--- src/rtl/konami1_clkgen_if.sv ---
// konami1_clkgen_if: control inputs and E/Q timing outputs of konami1_clkgen.
// master = clock generator side, slave = CPU / testbench side.
interface konami1_clkgen_if;
    logic pause;
    logic stretch;
    logic E;
    logic Q;
    logic fallE_en;
    logic fallQ_en;
    logic riseE_en;
    logic riseQ_en;
    logic cpu_nreset;

    modport master (
        input  pause, stretch,
        output E, Q, fallE_en, fallQ_en, riseE_en, riseQ_en, cpu_nreset
    );

    modport slave (
        output pause, stretch,
        input  E, Q, fallE_en, fallQ_en, riseE_en, riseQ_en, cpu_nreset
    );
endinterface

--- src/rtl/konami1_clkgen.sv ---
// konami1_clkgen: KONAMI-1 quadrature E/Q generator with CPU reset sequencer.
// Optional MRDY stretch in phase 3 is enabled by KONAMI1_CLKGEN_STRETCH_EN.
module konami1_clkgen #(
    parameter int DIV     = 3,
    parameter int RST_CYC = 8
) (
    input  logic               CLK,
    input  logic               RESET,
    konami1_clkgen_if.master   bus
);
    localparam int PW = (DIV > 1) ? $clog2(DIV) : 1;
    localparam logic [PW-1:0] PC_MAX = PW'(DIV - 1);
    localparam logic [7:0] RC_MAX = 8'(RST_CYC);

    logic [PW-1:0] pc;
    logic [1:0]    ph;
    logic [1:0]    ph_nxt;
    logic [7:0]    rc;
    logic          tc;
    logic          hold;
    logic          adv;

    // Terminal count, stretch hold and next phase for this CLK.
    always_comb begin
        tc = (pc == PC_MAX) && !bus.pause && !RESET;
`ifdef KONAMI1_CLKGEN_STRETCH_EN
        hold = tc && (ph == 2'd3) && bus.stretch;
`else
        hold = 1'b0;
`endif
        adv    = tc && !hold;
        ph_nxt = adv ? ph + 2'd1 : ph;
    end

`ifndef KONAMI1_CLKGEN_STRETCH_EN
    logic unused_stretch;
    assign unused_stretch = bus.stretch;
`endif

    // Edge strobes fire in the CLK whose rising edge moves the phase.
    assign bus.riseQ_en = adv && (ph == 2'd0);
    assign bus.riseE_en = adv && (ph == 2'd1);
    assign bus.fallQ_en = adv && (ph == 2'd2);
    assign bus.fallE_en = adv && (ph == 2'd3);

    // Prescaler: counts unpaused CLKs, wraps at DIV-1 (also while stretching).
    always_ff @(posedge CLK or posedge RESET) begin
        if (RESET) begin
            pc <= '0;
        end else if (!bus.pause) begin
            pc <= (pc == PC_MAX) ? '0 : pc + 1'b1;
        end
    end

    // Phase register with E/Q decoded from the next phase so they move together.
    always_ff @(posedge CLK or posedge RESET) begin
        if (RESET) begin
            ph    <= 2'd0;
            bus.E <= 1'b0;
            bus.Q <= 1'b0;
        end else begin
            ph    <= ph_nxt;
            bus.E <= ph_nxt[1];
            bus.Q <= ph_nxt[1] ^ ph_nxt[0];
        end
    end

    // CPU reset: count E falls, release on the fall that reaches RST_CYC.
    always_ff @(posedge CLK or posedge RESET) begin
        if (RESET) begin
            rc             <= 8'd0;
            bus.cpu_nreset <= 1'b0;
        end else if (bus.fallE_en && (rc != RC_MAX)) begin
            rc <= rc + 8'd1;
            if (rc + 8'd1 == RC_MAX) begin
                bus.cpu_nreset <= 1'b1;
            end
        end
    end
endmodule
--- src/flat_wrapper.sv ---
// flat-port wrapper written by rule: the top's interface ports become plain ports
module konami1_clkgen_flat 
#(
    parameter int DIV     = 3,
    parameter int RST_CYC = 8
)
  (CLK, RESET, bus_pause, bus_stretch, bus_E, bus_Q, bus_fallE_en, bus_fallQ_en, bus_riseE_en, bus_riseQ_en, bus_cpu_nreset);
  konami1_clkgen_if bus_i ();
  input  logic CLK;
  input  logic RESET;
  input wire logic [$bits(bus_i.pause)-1:0] bus_pause;
  input wire logic [$bits(bus_i.stretch)-1:0] bus_stretch;
  output wire logic [$bits(bus_i.E)-1:0] bus_E;
  output wire logic [$bits(bus_i.Q)-1:0] bus_Q;
  output wire logic [$bits(bus_i.fallE_en)-1:0] bus_fallE_en;
  output wire logic [$bits(bus_i.fallQ_en)-1:0] bus_fallQ_en;
  output wire logic [$bits(bus_i.riseE_en)-1:0] bus_riseE_en;
  output wire logic [$bits(bus_i.riseQ_en)-1:0] bus_riseQ_en;
  output wire logic [$bits(bus_i.cpu_nreset)-1:0] bus_cpu_nreset;
  assign bus_i.pause = bus_pause;
  assign bus_i.stretch = bus_stretch;
  assign bus_E = bus_i.E;
  assign bus_Q = bus_i.Q;
  assign bus_fallE_en = bus_i.fallE_en;
  assign bus_fallQ_en = bus_i.fallQ_en;
  assign bus_riseE_en = bus_i.riseE_en;
  assign bus_riseQ_en = bus_i.riseQ_en;
  assign bus_cpu_nreset = bus_i.cpu_nreset;
  konami1_clkgen #(.DIV(DIV), .RST_CYC(RST_CYC)) u_core (.CLK(CLK), .RESET(RESET), .bus(bus_i));
endmodule
--- config.mk ---
export PLATFORM = sky130hd
export DESIGN_NAME = konami1_clkgen_flat
export DESIGN_NICKNAME = d
export VERILOG_FILES = /design/src/rtl/konami1_clkgen_if.sv /design/src/rtl/konami1_clkgen.sv /design/src/flat_wrapper.sv
export SDC_FILE = /design/constraint.sdc
export NUM_CORES = 1
export LEC_CHECK = 0
export CAP_MARGIN = 20
export CORE_MARGIN = 2
export CORE_UTILIZATION = 35
export DETAILED_ROUTE_END_ITERATION = 8
export HOLD_SLACK_MARGIN = 0.06
export PLACE_DENSITY = 0.66
export RECOVER_POWER = 25
export SETUP_SLACK_MARGIN = 0.15
export SLEW_MARGIN = 10
export SYNTH_ARGS = -nofsm -noshare
export SYNTH_HDL_FRONTEND = slang
export SYNTH_SLANG_ARGS = --single-unit
--- constraint.sdc ---
create_clock -name CLK -period 2.6 [get_ports CLK]
set_clock_uncertainty 0.2 [all_clocks]
set_input_delay 0.65 -clock CLK [delete_from_list [all_inputs] [get_ports CLK]]
set_output_delay 0.65 -clock CLK [all_outputs]
set_load 0.05 [all_outputs]
==> results.md, run 1 <==
* Final min period at about 2400 ps
* CTS clock-pin slew for the worst setup and hold paths at around 70 ps
* RSZ-0062 raised after global routing: false
* Cts bufs inserted at 3
* Gr usage total at 0.121
* Initial antenna violation count at 0
* Register area share after synthesis at 0.441
* Vias in the first global route at roughly 550
* Longest Clk Path Bufs at 2
* Setup Viol. Count Final at 0
* Grt total ovfl at 0
* Synthesized area at 795 um2
* Final-report max-slew violation count at 0
* Root buf cell: clkbuf_4
* Pre-antenna DRT Iters at 3
* Top_reg_cell synth: dfrtp_1
* Top cells by instance count after synthesis: 14 x dfrtp_1, 10 x xnor2_1, 7 x ha_1
* Startpoint Class: input port
* Critical Path AT at about 1500 ps
* Routed len/inst at about 11 um
* Port Buf Inserts at 9
* Total power at 0.000854 W
* # rows at 17
* ANT cells at 0
* Core area at 0.00217 mm2
* Measured slew at the worst slew-check pin at 513 ps
* Rel. slew slack at 0.658
* Die Area at 0.00267 mm2
* Setup total negative slack at 0 ps
* Final cell count without fillers at 118
* Initial DRC Count at 6
* Placed Cells at 112
* Io pins at 11
* Detail Placement HPWL at roughly 950 um
* Fin. Hold Viols at 0
* Post-route ant nets at 0
* Synth top area share at 0.441
* Worst slack at placement at -125 ps
* Worst skew pair latency at 270 ps
* Setup CP Type: input port to output pin
* Hold Path Class: input port to async pin
* Ys async rst share at 1.00
* DRC viols at 0
* Max_cap viols at 0
* Mean Syn Cell Area at roughly 11 um2
* Power Density at ~840 mW/mm2
* First-pass GRT wire length at 2.34 mm
* FMAX at 425 MHz
* Synth Warn # at 0
* Share of cells above drive strength 1 at 0.222
* Initial Util at 0.366
* Total nets after synthesis at 84
* Required time worst endpoint at 1750 ps
* Final worst-path cycle share at 0.904
* Lkg Pwr at 0.482 nW
* Synth unique cells at 24
* Crit. End Element: output pin
* Via count at 594
* Max FO, Critical Path at 6
* DR vias/cell at ~5
* EDFF count, synth at 0
* RePlAce Congestion at 0.705
* Largest cells by area after synthesis: dfrtp_1 44%, ha_1 11%, xnor2_1 11%
* Largest net degree at the start of global routing at 15
* Status: completed
* Final WL at about 1.3 mm
* Die height at 51.6 um
* H-tree Lvls at 1
* Cell taking the most area after synthesis: dfrtp_1
* # nets final at a little over 100
* Worst vdd ir at 415 uV
* Die X at 51.6 um
* TritonCTS clock tree: yes
* Count of state elements after synthesis at 14
* Most common cell in the synthesized netlist: dfrtp_1
* Setup WS post-layout at 249 ps
* Mapped Cells at 73
* TritonCTS Sinks at 14
* P&R area growth vs syn at 28.0%
timing repair:
action / 4_1_cts / 5_1_grt
resized for setup: 10 / 1
gates cloned: 0 / 0
pin swaps: 2 / 2
endpoints found under the setup margin: 4 / 4
hold buffers: 0 / 0
setup buffers: 2 / 1
layout make-up:
| type | instances | area, um2 |
|---|---|---|
| Fill cell | 216 | 1150 |
| Multi-Input combinational cell | 52 | 419 |
| Sequential cell | 14 | 350 |
| Timing Repair Buffer | 16 | 171 |
| Tap cell | 28 | 35.0 |
| Clock buffer | 3 | 22.5 |
| Inverter | 5 | 18.8 |
cell usage in the layout, fill, tap and decap left out:
master and n:
nor4b_4 1, xnor2_1 10, or3_1 1, nand2b_1 1
buf_12 4, nor3b_1 1, nor3_1 2, clkbuf_1 1
xor2_1 2, nand4bb_1 1, a41o_1 1, dfrtp_1 14
o22ai_1 1, a31oi_1 1, nand3_1 1, nand2_1 6
clkbuf_2 1, ha_1 7, and3_1 3, and2_4 4
buf_4 7, inv_1 5, o211a_1 1, nand4_1 4
clkdlybuf4s50_1 3, o21ai_0 3, clkbuf_4 3, a21o_1 1
where the power goes:
group / internal (W) / switching (W) / total, W
Sequential: 0.000285 / 0.0000867 / 0.000372
Combinational: 0.000160 / 0.000205 / 0.000365
Clock: 0.0000537 / 0.0000633 / 0.000117
per-layer routing:
| metal | track usage | routed length, um |
|---|---|---|
| met3 | 0.0259 | 51 |
| met1 | 0.145 | 597 |
| met4 | 0.0789 | 32 |
| met2 | 0.194 | 657 |
| met5 | 0 | 0 |
cell families (layout without fill, tap and decap cells):
family | count (synthesis) | in the layout | synth area share
AOI/OAI and AO/OA | 8 | 8 | 0.0693
and+or+nand+nor | 25 | 25 | 0.203
DFF | 14 | 14 | 0.441
xor gates and xnor gates | 12 | 12 | 0.132
buffers and inverters | 7 | 24 | 0.0441
adders and majority gates | 7 | 7 | 0.110
registers in the layout, summed over array words and instances, names as in the netlist:
signal	count
u_core.bus.Q	1
u_core.bus.E	1
u_core.ph	1
u_core.rc	8
u_core.bus.cpu_nreset	1
u_core.pc	2
path summary, 6_finish.rpt:
check / endpoint / startpoint / slack, ps / depth (start not counted)
min in group CLK: u_core.bus.cpu_nreset / u_core.bus.cpu_nreset / 320 / 1
max in group asynchronous: u_core.rc[3] / RESET / 1630 / 2
worst min-delay path: u_core.rc[7] / RESET / 230 / 2
worst max register to register: u_core.rc[3] / u_core.pc[0] / 620 / 6
worst min register to register: u_core.bus.cpu_nreset / u_core.bus.cpu_nreset / 320 / 1
worst max-delay path: bus_fallQ_en / bus_pause / 250 / 4
through the flow:
stage,instance area (um2),hold slack [ps],util
floorplan,795,278,-
global placement,973,255,0.449
detailed placement,973,257,0.449
CTS,1020,256,0.468
global route,1020,271,0.469
finish,1020,229,0.469
critical path, stage by stage:
cell,delay [ps]
clkbuf_2,110
nor4b_4,400
and2_4,220
buf_12,130
Note: power is estimated with default switching activity, not from simulation.
==> run 2: changes to the inputs <==
CORE_UTILIZATION = 56   (was 35)
HOLD_SLACK_MARGIN = default   (was 0.06)
PLACE_DENSITY = 0.92   (was 0.66)
==> results.md, run 2 (synthesized netlist as in run 1, its figures left out) <==
* Status: completed
* Largest regs: u_core.rc: 8 flops, u_core.pc: 2 flops
* RSZ-0062 raised after global routing: false
* Post-route ant nets at 0 (unchanged)
* Crit. End Element: output pin
* Most frequent cells in the layout: 14 x dfrtp_1, 10 x xnor2_1, 7 x ha_1
* Lkg Pwr at 0.466 nW (-3.4%)
* Port Buf Inserts at 9 (unchanged)
* ANT cells at 0 (unchanged)
* Setup Viol. Count Final at 0 (unchanged)
* H-tree Lvls at 1 (unchanged)
* Commonest non-fill, non-tap cell in the layout: dfrtp_1
* TritonCTS clock tree: yes
* Reg with most FFs: u_core.rc
* Setup slack, reg-to-reg at 670 ps (+50 ps)
* Root buf cell: clkbuf_4
* Final-report max-slew violation count at 0 (unchanged)
* P&R area growth vs syn at 23.1%
* Critical Path AT at 1510 ps (about the same)
* Hold WS at 224 ps (-5.31 ps)
* Crit-path cells: clkbuf_2, nor4b_4, and2_4, buf_12
* Startpoint Class: input port
* Via count at 577 (-2.9%)
* Die Area at 0.00174 mm2 (-35%)
* Required time worst endpoint at 1750 ps (about the same)
* Initial DRC Count at 15 (+9)
* Max incr delay on CP at 390 ps (about the same)
* Worst vdd ir at 557 uV (+34%)
* Power Density at 875 mW/mm2 (+4.3%)
* Hold Path Class: input port to async pin
* # rows at 13 (-4)
* Largest net degree at the start of global routing at 15 (unchanged)
* Area occupied by multi-input gates at 419 um2 (unchanged)
* # nets final at 100 (-2.9%)
* Grt total ovfl at 0 (unchanged)
* DR vias/cell at 5.66 (+12%)
* Buf/Inv on CP at 2 (unchanged)
* Initial Util at 0.603 (+0.237)
* Fillers at 93 (-57%)
* Detail Placement HPWL at 1.05 mm (+11%)
* FMAX at 424 MHz (-0.37%)
* Final worst-path cycle share at 0.907 (+0.00338)
* Register area at 350 um2 (unchanged)
* CTS clock-pin slew for the worst setup and hold paths at 80 ps (about the same)
* Die height at 41.7 um (-19%)
* Rel. slew slack at 0.649 (-0.00872)
* Final min period at 2360 ps (+8.79 ps)
* Core area at 0.00132 mm2 (-39%)
* Largest register FFs at 8 (unchanged)
* Routed len/inst at 13.4 um (+18%)
* Die X at 41.7 um (-19%)
* Initial antenna violation count at 0 (unchanged)
* Setup CP Type: input port to output pin
* Final WL at 1.37 mm (+2.3%)
* TritonCTS Sinks at 14 (unchanged)
* Cts bufs inserted at 3 (unchanged)
* Max FO, Critical Path at 5 (-1)
* Pre-antenna DRT Iters at 6 (+3)
* Max_cap viols at 0 (unchanged)
* Fin. Hold Viols at 0 (unchanged)
* RePlAce Congestion at 0.876 (+24%)
* Share of cells above drive strength 1 at 0.195 (-0.0268)
* Measured slew at the worst slew-check pin at 526 ps (+13.1 ps)
* First-pass GRT wire length at 2.36 mm (+0.86%)
* CP max stage cell: nor4b_4
* Worst skew pair latency at 270 ps (about the same)
* Post-layout util at 0.743 (+0.274)
* Top delay family on crit path: simple AND/OR/NAND/NOR gates
* Longest Clk Path Bufs at 2 (unchanged)
* Vias in the first global route at 541 (-1.8%)
* Gr usage total at 0.175 (+0.0543)
* DRC viols at 0 (unchanged)
* Io pins at 11 (unchanged)
## run 2: changes by cell type in the layout (fill, tap and decap cells not counted), sizes merged
cell,delta
buf,-3
## run 2: per-stage QoR
stage          instance area, um2  setup slack [ps]  std cells  power, W  setup TNS [ps]
3_5_place_dp                  957              -121         99  0.000739            -461
4_1_cts                       991               150        102  0.000862               0
2_1_floorplan                 795               239         73  0.000620               0
3_3_place_gp                  957             -93.7         99  0.000709            -372
6_report                      978               241        102  0.000856               0
5_1_grt                       978               182        102  0.000918               0
## run 2: cell type report
class / count / share of cell area
Multi-Input combinational cell: 52 / 0.428
Sequential cell: 14 / 0.358
Timing Repair Buffer: 13 / 0.152
Clock buffer: 3 / 0.0230
Inverter: 5 / 0.0192
Tap cell: 15 / 0.0192
## run 2: where the power goes
part / leakage [nW] / internal, W / switching, W / total [W]
clock network: 0.0138 / 0.0000536 / 0.0000641 / 0.000118
registers: 0.178 / 0.000285 / 0.0000902 / 0.000375
logic: 0.274 / 0.000154 / 0.000209 / 0.000364
total: 0.466 / 0.000493 / 0.000363 / 0.000856
## run 2: worst reg2reg max path, stage by stage (launching register included)
cell and delay [ps]:
dfrtp_1 440, nor4b_4 400, buf_4 200, o211a_1 280, nand4_1 150, xnor2_1 150
## run 2: path summary, 6_finish.rpt
kind	endpoint	cells past startpoint	from
worst max register to register	u_core.rc[6]	5	u_core.pc[0]
worst max-delay path	bus_riseQ_en	4	bus_pause
min in group CLK	u_core.bus.cpu_nreset	1	u_core.bus.cpu_nreset
max in group asynchronous	u_core.rc[4]	2	RESET
worst min register to register	u_core.bus.cpu_nreset	1	u_core.bus.cpu_nreset
worst min-delay path	u_core.rc[5]	2	RESET
## run 2: per-layer routing
| metal | wire (um) | global-route usage | vias up |
|---|---|---|---|
| met5 | 0 | 0 | - |
| met4 | 27 | 0.0710 | 0 |
| met3 | 91 | 0.0478 | 6 |
| met2 | 688 | 0.281 | 24 |
| met1 | 563 | 0.223 | 272 |
| li1 | - | - | 275 |
## run 2: what timing repair did
action,CTS,global route
endpoints found under the setup margin,4,4
hold buffers,0,0
setup buffers,0,0
pin swaps,2,2
gates resized for setup,9,2
==> run 3: changes to the inputs <==
CORE_UTILIZATION = 47   (was 56)
PLACE_DENSITY = 0.84   (was 0.92)
clock period = 2.01 ns   (was 2.6 ns; I/O delays follow)
==> results.md, run 3 (synthesized netlist as in run 1, its figures left out) <==
* CP max stage cell: dfrtp_1
* Crit. End Element: output pin
* Initial DRC Count at 7 (-8)
* Fin. Hold Viols at 0 (unchanged)
* Rel. slew slack at 0.655 (+0.00589)
* First-pass GRT wire length at 2.53 mm (+7.3%)
* P&R area growth vs syn at 30.6%
* FMAX at between 400 and 500 MHz
* Die height at 45.1 um (+8.3%)
* Required time worst endpoint at 1310 ps (-440 ps)
* Max FO, Critical Path at 6 (+1)
* H-tree Lvls at 1 (unchanged)
* Post-layout util at 0.673 (-0.0697)
* Startpoint Class: register
* Die X at 45.1 um (+8.3%)
* Max_cap viols at 0 (unchanged)
* Lkg Pwr at 0.494 nW (+5.9%)
* Worst skew pair latency at 280 ps (about the same)
* ANT cells at 0 (unchanged)
* Share of cells above drive strength 1 at 0.301 (+0.106)
* CTS clock-pin slew for the worst setup and hold paths at 80 ps (about the same)
* Pre-antenna DRT Iters at 4 (-2)
* RSZ-0062 raised after global routing: true
* Post-route ant nets at 0 (unchanged)
* Die Area at 0.00204 mm2 (+17%)
* Core area at 0.00154 mm2 (+17%)
* Cts bufs inserted at 3 (unchanged)
* Measured slew at the worst slew-check pin at 517 ps (-8.82 ps)
* # rows at 14 (+1)
* Setup Viol. Count Final at 4 (+4)
* Initial antenna violation count at 0 (unchanged)
* Failing checks: negative setup slack
* Largest net degree at the start of global routing at 15 (unchanged)
* Placed cell areas at 970 um2 (+1.3%)
* Vias in the first global route at 599 (+11%)
* Initial Util at 0.515 (-0.0876)
* Routed len/inst at 12.5 um (-6.7%)
* Final-report max-slew violation count at 0 (unchanged)
* Final WL at 1.37 mm (-0.29%)
* Setup CP Type: register to output pin
* Worst vdd ir at 730 uV (+31%)
* Via count at 601 (+4.2%)
* Port Buf Inserts at 9 (unchanged)
* Grt total ovfl at 0 (unchanged)
* Largest regs: u_core.rc: 8 flops, u_core.pc: 2 flops
* Final worst-path cycle share at 1.06
* RePlAce Congestion at 0.837 (-4.5%)
* Setup WS post-layout at -124 ps (-364 ps)
* DRC viols at 0 (unchanged)
* Finished Cell Area at 0.00104 mm2 (+6.0%)
* Crit-path cells: nor4b_4, and2_4, buf_12
* Commonest non-fill, non-tap cell in the layout: dfrtp_1
* Status: finished with violations
* # nets final at 105 (+5.0%)
* Reg with most FFs: u_core.rc
* Number of buffers inserted by hold repair at cts at 0 (unchanged)
* Hold Path Class: input port to async pin
* DR vias/cell at 5.51 (-2.5%)
* Max incr delay on CP at 410 ps (+20 ps)
* Gr usage total at 0.174 (-0.00146)
* Final min period at 2130 ps
* Longest Clk Path Bufs at 2 (unchanged)
* Io pins at 11 (unchanged)
* Root buf cell: clkbuf_4
* TritonCTS Sinks at 14 (unchanged)
* Power Density at 1110 mW/mm2 (+27%)
* Largest register FFs at 8 (unchanged)
* Critical Path AT at 1430 ps (-80 ps)
* Most frequent cells in the layout: 12 x dfrtp_1, 10 x xnor2_1, 10 x buf_4
* TritonCTS clock tree: yes
==> run 3: worst max-delay path: cells and delay by family (launching register included) <==
kind          cells  cell delay (ps)
buf+inv           1              130
flops             1              410
simple gates      2              620
==> run 3: area by class of cell <==
cell class	instances	area (um2)
sequential	14	353
multi-input combinational	52	427
fill	121	504
clock buffer	4	26.3
tap	16	20.0
inverter	5	18.8
timing repair buffer	18	193
==> run 3: what timing repair did <==
item / 4_1_cts / 5_1_grt
pin swaps: 5 / 4
buffers inserted: 3 / 1
resized for setup: 7 / 3
endpoints found under the setup margin: 14 / 12
==> run 3: power by group <==
group	internal, W	total (W)	switching [W]
sequential	0.000372	0.000472	0.0000991
combinational	0.000221	0.000511	0.000290
clock	0.0000771	0.000167	0.0000902
==> run 3: final timing paths <==
path / to / cells past startpoint / start / slack (ps)
worst max-delay path: bus_riseE_en / 3 / u_core.pc[0] / -120
worst min-delay path: u_core.bus.Q / 2 / RESET / 70
worst max register to register: u_core.rc[3] / 6 / u_core.pc[0] / 170
worst min register to register: u_core.rc[7] / 1 / u_core.rc[7] / 320
max in group asynchronous: u_core.rc[0] / 2 / RESET / 1170
min in group CLK: u_core.rc[7] / 1 / u_core.rc[7] / 320
==> run 3: layer usage <==
metal / wire, um / track usage / part of all wire / vias to the layer above
met1: 610 / 0.225 / 0.45 / 287
met3: 77 / 0.0240 / 0.056 / 3
met2: 648 / 0.269 / 0.47 / 19
li1: - / - / - / 292
met5: 0 / 0 / 0 / -
met4: 29 / 0.118 / 0.021 / 0
==> run 3: metrics by stage <==
stage | std cells | TNS, ps | hold WS [ps] | power, W | worst slack, ps
floorplan | 73 | 0 | 192 | 0.000813 | 90.5
global placement | 101 | -5900 | 273 | 0.000935 | -465
finish | 109 | -488 | 71.4 | 0.00115 | -124
detailed placement | 101 | -5860 | 299 | 0.000956 | -464
CTS | 108 | -526 | 84.1 | 0.00115 | -132
global route | 109 | -779 | 116 | 0.00125 | -198
